$ cat src/rtl/param_single_port_ram.sv
// Single-port synchronous RAM with a power-up/on-demand clear sequencer.
// Latency: every accepted access completes 1 + OUT_REG cycles after its request edge.
// Backpressure: none toward the requester; requests are dropped while busy is high.
//
// Ports:
//   clk      sole clock, rising edge
//   rst      synchronous reset, active-high; starts a full clear
//   en       access request, sampled each rising edge
//   we       1 = write, 0 = read (only meaningful with en)
//   addr     word address
//   data     write data
//   clr      request a full-memory clear to INIT_VAL (honoured only when ready)
//   q        read/port data, holds its last value between completions
//   q_valid  one-cycle pulse marking new data on q
//   busy     high while the clear sequencer owns the array
module param_single_port_ram #(
    parameter int unsigned        DATA_W   = 8,
    parameter int unsigned        ADDR_W   = 6,
    parameter int unsigned        RDW_MODE = 0,   // 0 = read-first, 1 = write-first
    parameter int unsigned        OUT_REG  = 0,   // 1 = extra output pipeline stage
    parameter logic [DATA_W-1:0]  INIT_VAL = '0
) (
    input  logic              clk,
    input  logic              rst,
    input  logic              en,
    input  logic              we,
    input  logic [ADDR_W-1:0] addr,
    input  logic [DATA_W-1:0] data,
    input  logic              clr,
    output logic [DATA_W-1:0] q,
    output logic              q_valid,
    output logic              busy
);

    localparam int unsigned DEPTH = 2 ** ADDR_W;

    typedef enum logic {
        ST_CLEAR = 1'b0,
        ST_READY = 1'b1
    } state_t;

    // ------------------------------------------------------------------
    // Clear sequencer FSM
    // ------------------------------------------------------------------
    state_t            state_q;
    state_t            state_d;
    logic [ADDR_W-1:0] cnt_q;
    logic [ADDR_W-1:0] cnt_d;

    // State register
    always_ff @(posedge clk) begin
        if (rst) begin
            state_q <= ST_CLEAR;
            cnt_q   <= '0;
        end else begin
            state_q <= state_d;
            cnt_q   <= cnt_d;
        end
    end

    // Next-state logic. The counter naturally wraps back to zero after the
    // last word, so it is already correct for the next clear request.
    always_comb begin
        state_d = state_q;
        cnt_d   = cnt_q;
        unique case (state_q)
            ST_CLEAR: begin
                cnt_d = cnt_q + ADDR_W'(1);
                // All-ones counter means the last word is written this edge.
                if (&cnt_q) begin
                    state_d = ST_READY;
                end
            end
            ST_READY: begin
                // A same-cycle access still completes; the clear starts
                // owning the array from the next edge on.
                if (clr) begin
                    state_d = ST_CLEAR;
                    cnt_d   = '0;
                end
            end
            default: begin
                state_d = ST_CLEAR;
                cnt_d   = '0;
            end
        endcase
    end

    // Output logic: busy comes straight from the state register, and the
    // array write port is multiplexed between the sequencer and the user.
    logic              acc;
    logic              mem_we;
    logic [ADDR_W-1:0] mem_wa;
    logic [DATA_W-1:0] mem_wd;

    always_comb begin
        busy   = (state_q == ST_CLEAR);
        acc    = 1'b0;
        mem_we = 1'b0;
        mem_wa = addr;
        mem_wd = data;
        unique case (state_q)
            ST_CLEAR: begin
                mem_we = 1'b1;
                mem_wa = cnt_q;
                mem_wd = INIT_VAL;
            end
            ST_READY: begin
                acc    = en;
                mem_we = en & we;
            end
            default: begin
                acc    = 1'b0;
                mem_we = 1'b0;
            end
        endcase
    end

    // ------------------------------------------------------------------
    // Storage array (no reset: contents are rebuilt by the clear sequencer)
    // ------------------------------------------------------------------
    logic [DATA_W-1:0] mem_q [DEPTH];

    // Writes are suppressed on a reset edge; the following clear rewrites
    // every word anyway, this only keeps reset edges side-effect free.
    always_ff @(posedge clk) begin
        if (mem_we && !rst) begin
            mem_q[mem_wa] <= mem_wd;
        end
    end

    // ------------------------------------------------------------------
    // Read-during-write selection
    // ------------------------------------------------------------------
    logic [DATA_W-1:0] rd_dat;

    generate
        if (RDW_MODE != 0) begin : g_write_first
            // A write returns the new data on q.
            always_comb begin
                rd_dat = we ? data : mem_q[addr];
            end
        end else begin : g_read_first
            // The array read sees the pre-edge contents, so a write returns
            // the word it is about to overwrite.
            always_comb begin
                rd_dat = mem_q[addr];
            end
        end
    endgenerate

    // ------------------------------------------------------------------
    // Stage 1: registered array output
    // ------------------------------------------------------------------
    logic              s1_vld_q;
    logic              s1_vld_d;
    logic [DATA_W-1:0] s1_dat_q;
    logic [DATA_W-1:0] s1_dat_d;

    // Data only advances on an accepted access so q holds between accesses.
    always_comb begin
        s1_vld_d = acc;
        s1_dat_d = acc ? rd_dat : s1_dat_q;
    end

    always_ff @(posedge clk) begin
        if (rst) begin
            s1_vld_q <= 1'b0;
            s1_dat_q <= '0;
        end else begin
            s1_vld_q <= s1_vld_d;
            s1_dat_q <= s1_dat_d;
        end
    end

    // ------------------------------------------------------------------
    // Optional stage 2. It does not look at the FSM, so a result already in
    // flight when a clear begins still completes; only rst drops it.
    // ------------------------------------------------------------------
    generate
        if (OUT_REG != 0) begin : g_out_reg
            logic              s2_vld_q;
            logic              s2_vld_d;
            logic [DATA_W-1:0] s2_dat_q;
            logic [DATA_W-1:0] s2_dat_d;

            always_comb begin
                s2_vld_d = s1_vld_q;
                s2_dat_d = s1_vld_q ? s1_dat_q : s2_dat_q;
            end

            always_ff @(posedge clk) begin
                if (rst) begin
                    s2_vld_q <= 1'b0;
                    s2_dat_q <= '0;
                end else begin
                    s2_vld_q <= s2_vld_d;
                    s2_dat_q <= s2_dat_d;
                end
            end

            assign q       = s2_dat_q;
            assign q_valid = s2_vld_q;
        end else begin : g_no_out_reg
            assign q       = s1_dat_q;
            assign q_valid = s1_vld_q;
        end
    endgenerate

endmodule

$ cat config.mk
export PLATFORM = sky130hd
export DESIGN_NAME = param_single_port_ram
export DESIGN_NICKNAME = d
export VERILOG_FILES = /design/src/rtl/param_single_port_ram.sv
export SDC_FILE = /design/constraint.sdc
export NUM_CORES = 1
export LEC_CHECK = 0
export ABC_AREA = 1
export BUFFER_PORTS_ARGS = -buffer_cell sky130_fd_sc_hd__buf_2
export CAP_MARGIN = 20
export CELL_PAD_IN_SITES_DETAIL_PLACEMENT = 0
export CELL_PAD_IN_SITES_GLOBAL_PLACEMENT = 1
export CORE_MARGIN = 1.5
export CORE_UTILIZATION = 55
export CTS_CLUSTER_DIAMETER = 100
export DETAILED_ROUTE_END_ITERATION = 6
export PLACE_DENSITY_LB_ADDON = 0.1
export SYNTH_ARGS = -nofsm -noshare
export SYNTH_HDL_FRONTEND = slang
export SYNTH_SLANG_ARGS = --single-unit
$ cat constraint.sdc
create_clock -name clk -period 4.3 [get_ports clk]
set_input_delay 0.645 -clock clk [delete_from_list [all_inputs] [get_ports clk]]
set_output_delay 0.645 -clock clk [all_outputs]
set_load 0.01 [all_outputs]
* After elaboration in Yosys (flattened, before gate mapping) *
Memories as Yosys holds them, arrays and structs flattened. A register that Yosys moved wholly into a read port is not among the register bits.
Index checks and enable logic that the tools add are counted.

operators by class
  $add $sub $neg = 1
  equality and inequality tests = 1
  mux-type cells = 11
  bitwise logic cells = 2
  reduce and logical (&&, ||, !) cells = 3

operator list
  cell                   count
  $mux W6                2
  $pmux W6 S2            1
  $mux W8                1
  $add A6 B1 Y6 const B  1
  $reduce_and A6 Y1      1
  $mux W1                5
  $pmux W1 S2            2
  $ne A2 B2 Y1 const B   1
  $and A1 B1 Y1          1
  $logic_and A1 B1 Y1    1
  $logic_not A1 Y1       1
  $not A1 Y1             1

word-level totals
  register bits after elaboration = 8
  memory bits (writable) = 512
  output and inout port bits = 10
  memories = 1

memories
  memory  depth  width  rd ports  clocked after Yosys merged registers in  wr ports  line  text
  mem_q   64     8      1         1                                        1         122   logic [DATA_W-1:0] mem_q [DEPTH];

* Depth between registers and ports, before layout *
Gate-level depths: netlist of run 1.

  word-level depth = 5
  gate-level depth with buffers = 14
  gate-level depth less buffers = 11

* Worst setup path before layout of run 1 *
OpenSTA, ideal clock, no wires.

  kind = in2reg
  start point = in addr[0]
  end point = mem mem_q[13][0] (enable)
  library setup time = 0.370 ns
  arrival time = 1.931 ns
  data required time = 3.930 ns
  setup slack = 1.998 ns
  stages = 7
  buffers on the path = 3
  path through = buf_4 > inv_4 > buf_6 > buf_6 > a21oi_4 > nand4_4 > nor2_1

on the way
  longest elaborated chain between the ends = 1

ends and longest elaborated chain
  item         line  text
  from (decl)  27    input logic [ADDR_W-1:0] addr,
  $mux W6      102   unique case (state_q)
  to (decl)    122

No other way between the ends.

* Worst setup path in the final report of run 1 *
  start point = reg state_q
  end point = mem mem_q[35][0] (enable)

on the way
  longest elaborated chain between the ends = 5

ends and longest elaborated chain
  item                           line  text
  from (decl)                    45    state_t state_q;
  from (signal assigned)         56    state_q <= state_d;
  $not A1 Y1                     -
  $pmux W1 S2                    102
  $logic_and A1 B1 Y1            127   if (mem_we && !rst) begin
  $mux W1                        127
  $mux W1 (implied by the code)  128   mem_q[mem_wa] <= mem_wd;

Several ways; a longest one is shown, not always the timed one.

==> results of run 1 <==
-- cells in the mapped netlist, drive strengths merged --
| cell type | n |
|---|---|
| inv | 36 |
| nand4 | 9 |
| clkbuf | 9 |
| a32oi | 1 |
| o31ai | 1 |
| a21oi | 8 |
| dfxtp | 16 |
| ha | 1 |
| edfxtp | 512 |
| a211oi | 1 |
| nand2 | 616 |
| o21ai | 3 |
| clkinv | 1 |
| nand3 | 475 |
| nor2 | 91 |
| buf | 104 |
-- layer usage --
metal,wire (µm),track usage,vias up
li1,-,-,6606
met1,24100,0.408,6909
met2,26900,0.445,579
met3,4020,0.0390,95
met4,1750,0.106,0
met5,0,0,-
-- cell type report --
class / count / area share
Tap cell: 518 / 0.0272
Antenna cell: 1 / 0.000105
Multi-Input combinational cell: 1206 / 0.224
Timing Repair Buffer: 50 / 0.0145
Clock inverter: 31 / 0.0113
Inverter: 37 / 0.00656
Clock buffer: 68 / 0.0580
Sequential cell: 528 / 0.658
-- state kept, by name (all words and copies together) (netlist names) --
register  flops
q             8
mem_q       512
cnt_q         6
q_valid       1
state_q       1
-- path summary, 6_finish.rpt --
kind | from | endpoint | slack (ns) | cells after the start
worst max-delay path | state_q | mem_q[35][0] | 0.98 | 4
worst min-delay path | clr | cnt_q[1] | 0.33 | 4
worst max register to register | state_q | mem_q[35][0] | 0.98 | 4
worst min register to register | cnt_q[2] | cnt_q[2] | 0.50 | 2
-- cell usage in the layout (no fill, tap or decap) --
master / count
o21ai_0: 2
bufinv_16: 4
nand4_4: 8
clkinv_4: 1
buf_6: 1
clkinv_2: 18
o31ai_1: 1
nor2_1: 91
o21ai_2: 1
clkbuf_1: 15
a32oi_1: 1
inv_2: 3
inv_4: 1
diode_2: 1
a21oi_4: 3
nand4_1: 1
inv_16: 1
ha_1: 1
dfxtp_1: 16
nand3_1: 475
clkbuf_16: 53
buf_2: 26
clkinv_1: 13
buf_4: 21
edfxtp_1: 512
a211oi_1: 1
inv_6: 3
clkinvlp_4: 1
nand2_1: 616
buf_16: 1
buf_12: 1
a21oi_1: 5
inv_1: 23
-- power groups by stage --
stage	registers, mW	logic (mW)	clock network (mW)
global placement	5.69	0.565	0
CTS	5.58	0.568	4.51
detailed placement	5.69	0.567	0
finish	5.58	0.569	4.46
global route	5.58	0.624	4.70
floorplan	5.69	0.402	0
-- kinds of logic (layout without fill, tap and decap cells) --
group | count (synthesis) | in the layout | synth area share
other cells | 0 | 1 | 0
compound gates | 14 | 14 | 0.00534
simple gates | 1191 | 1191 | 0.239
fa+ha+maj | 1 | 1 | 0.000574
buf+inv | 150 | 186 | 0.0355
flops | 528 | 528 | 0.720
-- worst max-delay path: cells and delay by family (launching register included) --
family | cells | cell delay (ns)
flops | 1 | 0.96
compound gates | 1 | 0.62
simple gates | 3 | 1.36
-- through the flow --
step | worst slack [ns] | cells | util | total power, mW | instance area [µm²]
after floorplan | 2.00 | 1884 | - | 6.09 | 21800
after global placement | 0.841 | 2338 | 0.569 | 6.26 | 22200
after detailed placement | 0.890 | 2339 | 0.570 | 6.26 | 22200
after CTS | 0.933 | 2438 | 0.612 | 10.7 | 23800
after global routing | 0.756 | 2439 | 0.612 | 10.9 | 23800
final | 0.982 | 2439 | 0.612 | 10.6 | 23800
==> flow_metrics.py, run 1 <==
metrics = {
    "job": {
        "maxCapViolCount": 0,
    },
    "run_status": {
        "outcome": "complete, no violations",
    },
    "timing": {
        "slew_headroom": 0.285,
        "setup_violations": 0,
        "tightestPinTransition_ns": 1.07,
        "hold_violations": 0,
        "drv_slew": 0,
        "fin_skew_ns": 0.0303,
        "fmax_mhz": 301,
        "rsz0062_at_grt": "false",
        "fin_crit_ns": 3.32,
        "post-route-period-util": 0.772,
        "tns_ns": 0,
        "whs_ns": 0.329,
    },
    "floorplan": {
        "die_area_um2": 40800,
        "io-pin-count": 29,
        "fp.dieH_um": 202,
        "initial_core_util": 0.560,
        "die_w_um": 202,
        "core_um2": 38900,
        "rows": 72,
    },
    "yosys": {
        "synth_cell_types": 24,
        "seq_area_frac_synth": 0.720,
        "synth.avg_cell_area_um2": 11.6,
        "syn-num-nets": 1904,
        "yosys_warnings": 0,
        "synth_cells": 1884,
        "yosysTopAreaCell": "edfxtp_1",
        "synth_seq_cells": 528,
        "synthTopCellsByArea": "edfxtp_1 71%, nand3_1 11%, nand2_1 11%",
        "synth_top_area_share": 0.705,
        "syn-cell-area_um2": 21800,
    },
    "routing": {
        "routed-via-count": 14189,
        "wire_per_inst_um": 23.3,
        "drt_iter0_markers": 1518,
        "drt_first_pass_iters": 5,
        "routed_wl_um": 56700,
        "drc": 0,
        "ant_nets": 0,
        "vias_per_cell": 5.82,
    },
    "place": {
        "dp_hpwl_um": 32700,
        "portBuffers": 28,
        "place_congestion": 0.817,
    },
    "critical_path": {
        "path_cells": "nor2_1 > a21oi_1 > nand2_1 > nor2_1",
        "crit_arrival_ns": 3.55,
        "max_stage_delay_ns": 0.96,
        "crit_type": "flip-flop to flip-flop",
        "crit_path_start_kind": "flip-flop",
        "worst_setup_path_end_kind": "flip-flop",
        "slowest_stage": "dfxtp_1",
        "critPathMaxFanout": 25,
        "cp.required_ns": 4.53,
        "crit_top_cell": "nor2_1",
    },
    "layout": {
        "multiInputGateArea_um2": 5340,
        "num-nets-final": 1896,
        "drive_gt1_frac": 0.0766,
        "register_area_um2": 15700,
        "fillers": 3110,
        "syn_to_final_growth_pct": 9.32,
    },
    "power": {
        "p_int_mw": 8.25,
        "power_frac_seq": 0.526,
        "p_switching_mw": 2.36,
        "p_per_area_nw_per_um2": 445,
        "power.static_leakage_nw": 8.40,
        "swShare": 0.223,
        "ir_drop_v": 0.000353,
        "pwr-share-comb": 0.054,
        "p_clk_frac": 0.420,
    },
    "cts": {
        "insertion_delay_ns": 0.63,
        "post_cts_buffers": 0,
        "numCtsBuffers": 53,
        "htree_levels": 2,
        "cts_root_buffer": "clkbuf_16",
        "ctsResizeCount": 0,
        "cts_hold_buf": 0,
        "clock-sinks": 528,
        "clk_pin_slew_worst_paths_ns": 0.06,
        "cts_tree": "built",
        "clk_path_buf_depth": 3,
    },
    "global_routing": {
        "grt_max_degree": 155,
        "grt_pass1_vias": 13781,
        "grt_pass1_wl_um": 85700,
        "grtUsageTotal": 0.283,
        "gr-total-overflow": 0,
        "antenna_found_initial": 1,
    },
    "min_path": {
        "hold_path.class": "input port to flip-flop",
    },
}
Power figures use the tool's default switching activity.
==> run 2: changes to the inputs <==
- ABC_AREA: 1 -> 0
- clock period: 4.3 -> 3.5 ns (I/O delays scaled with it)
==> flow_metrics.py, run 2 <==
metrics = {
    "yosys": {
        "synthTopCellsByCount": "512 x edfxtp_1, 96 x mux4_2, 87 x nor2_1",
        "ys.flop_type": "edfxtp_1",
        "synth_cell_types": 42,
        "seq_area_frac_synth": 0.759,
        "yosysMostFrequentCell": "edfxtp_1",
        "synth_edf_count": 512,
        "synth_seq_cells": 528,
        "synth-async-reset-ratio": 0,
        "syn-num-nets": 1075,
        "synthTopCellsByArea": "edfxtp_1 74%, mux4_2 10%, mux2i_1 3.5%",
        "yosysTopAreaCell": "edfxtp_1",
        "synth_cells": 1055,
        "synth_top_area_share": 0.743,
        "syn-cell-area_um2": 20700,
        "yosys_warnings": 0,
        "synth.avg_cell_area_um2": 19.6,
    },
    "place": {
        "place_ws_ns": 0.591,
        "dp_hpwl_um": 28600,
        "place_inst": 1558,
        "portBuffers": 28,
        "place_congestion": 0.828,
    },
    "routing": {
        "drt_iter0_markers": 818,
        "wire_per_inst_um": 27.8,
        "routed_wl_um": 46100,
        "vias_per_cell": 6.21,
        "ant_nets": 0,
        "drc": 0,
        "routed-via-count": 10284,
        "drt_first_pass_iters": 5,
    },
    "floorplan": {
        "io-pin-count": 29,
        "core_um2": 36800,
        "die_area_um2": 38800,
        "initial_core_util": 0.562,
        "die_w_um": 197,
        "rows": 70,
        "fp.dieH_um": 197,
    },
    "critical_path": {
        "crit_path_start_kind": "flip-flop",
        "crit_arrival_ns": 3.07,
        "r2r-start": "state_q",
        "critPathMaxFanout": 13,
        "reg2reg_to": "mem_q[12][1]",
        "cp.required_ns": 3.72,
        "r2r_cells": 4,
        "worst_setup_path_end_kind": "flip-flop",
        "rrSetupSlack_ns": 0.66,
        "crit_type": "flip-flop to flip-flop",
    },
    "cts": {
        "clk_pin_slew_worst_paths_ns": 0.06,
        "htree_levels": 2,
        "insertion_delay_ns": 0.60,
        "cts_hold_buf": 0,
        "ctsResizeCount": 0,
        "clk_path_buf_depth": 3,
        "cts_root_buffer": "clkbuf_16",
        "cts_tree": "built",
        "clock-sinks": 528,
        "numCtsBuffers": 51,
        "post_cts_buffers": 0,
    },
    "layout": {
        "register_area_um2": 15700,
        "largest_reg_flops": 512,
        "antenna_cells": 0,
        "top_register": "mem_q",
        "syn_to_final_growth_pct": 12.9,
        "multiInputGateArea_um2": 4680,
        "num-nets-final": 1164,
        "final_cells": 1655,
        "fillers": 2514,
        "mostFrequentLayoutCell": "edfxtp_1",
        "final_cell_mix": "512 x edfxtp_1, 96 x mux4_2, 87 x nor2_1",
        "drive_gt1_frac": 0.238,
    },
    "run_status": {
        "outcome": "complete, no violations",
    },
    "min_path": {
        "hold_path_end": "state_q",
        "worstHoldStart": "rst",
        "hold_path.class": "input port to flip-flop",
        "holdPathStages": 2,
    },
    "power": {
        "ir_drop_v": 0.000505,
        "power_mw": 12.8,
        "p_per_area_nw_per_um2": 549,
        "power.static_leakage_nw": 8.40,
    },
    "timing": {
        "fin_crit_ns": 2.84,
        "tns_ns": 0,
        "fmax_mhz": 352,
        "drv_slew": 0,
        "setup_violations": 0,
        "post-route-period-util": 0.812,
        "rsz0062_at_grt": "false",
        "setup_slack_ns": 0.657,
        "hold_violations": 0,
        "tightestPinTransition_ns": 1.00,
        "fin_skew_ns": 0.0296,
        "slew_headroom": 0.331,
    },
    "global_routing": {
        "grtUsageTotal": 0.247,
        "grt_pass1_vias": 10375,
        "grt_max_degree": 65,
        "antenna_found_initial": 0,
        "gr-total-overflow": 0,
        "grt_pass1_wl_um": 68300,
    },
    "job": {
        "maxCapViolCount": 0,
    },
}
run 2: cell families (layout without fill, tap and decap cells):
| logic type | after synthesis | after routing | synth area share |
|---|---|---|---|
| mux | 178 | 178 | 0.145 |
| fa+ha+maj | 1 | 1 | 0.000605 |
| buf+inv | 57 | 189 | 0.0152 |
| simple gates | 175 | 175 | 0.0387 |
| compound gates | 116 | 116 | 0.0419 |
| flops | 528 | 528 | 0.759 |
run 2: metrics by stage:
step | hold slack [ns] | util | cell area (µm²)
floorplan | 0.436 | - | 20700
global placement | 0.530 | 0.589 | 21700
detailed placement | 0.540 | 0.589 | 21700
CTS | 0.281 | 0.635 | 23300
global route | 0.299 | 0.635 | 23400
finish | 0.320 | 0.635 | 23400
run 2: cell type report:
type	count	share of cell area
repair buffers	91	0.0295
clock buffers	72	0.0615
well taps	468	0.0251
flip-flops and latches	528	0.672
clock inverters	24	0.0112
multi-input cells	470	0.201
inverters	2	0.000321
run 2: worst max-delay path by stage:
stage,cells after the start,startpoint,slack (ns),endpoint
global placement,8,addr[2],0.59,q[5]
detailed placement,8,addr[2],0.59,q[5]
floorplan,8,addr[3],0.97,mem_q[41][0]
CTS,4,state_q,0.72,mem_q[12][5]
finish,4,state_q,0.66,mem_q[12][1]
global route,4,state_q,0.51,mem_q[12][1]
run 2: routing by layer:
| layer | share of wire | routed length [µm] | up-vias | GRT usage |
|---|---|---|---|---|
| li1 | - | - | 4510 | - |
| met1 | 0.43 | 20000 | 5347 | 0.358 |
| met2 | 0.47 | 21700 | 358 | 0.381 |
| met3 | 0.067 | 3090 | 69 | 0.0447 |
| met4 | 0.028 | 1300 | 0 | 0.0871 |
| met5 | 0 | 0 | - | 0 |
run 2: power by group:
part | leakage [nW] | internal [mW] | switching (mW) | total [mW]
Sequential | 5.47 | 6.85 | 0.00923 | 6.85
Clock | 0.826 | 3.23 | 2.29 | 5.53
Combinational | 2.10 | 0.181 | 0.249 | 0.430
run 2: critical path, cell delays in order (launching register included):
cell and delay (ns):
dfxtp_1 0.58, buf_4 0.26, mux2i_1 0.37, nand2_1 0.39, nor2_1 0.88
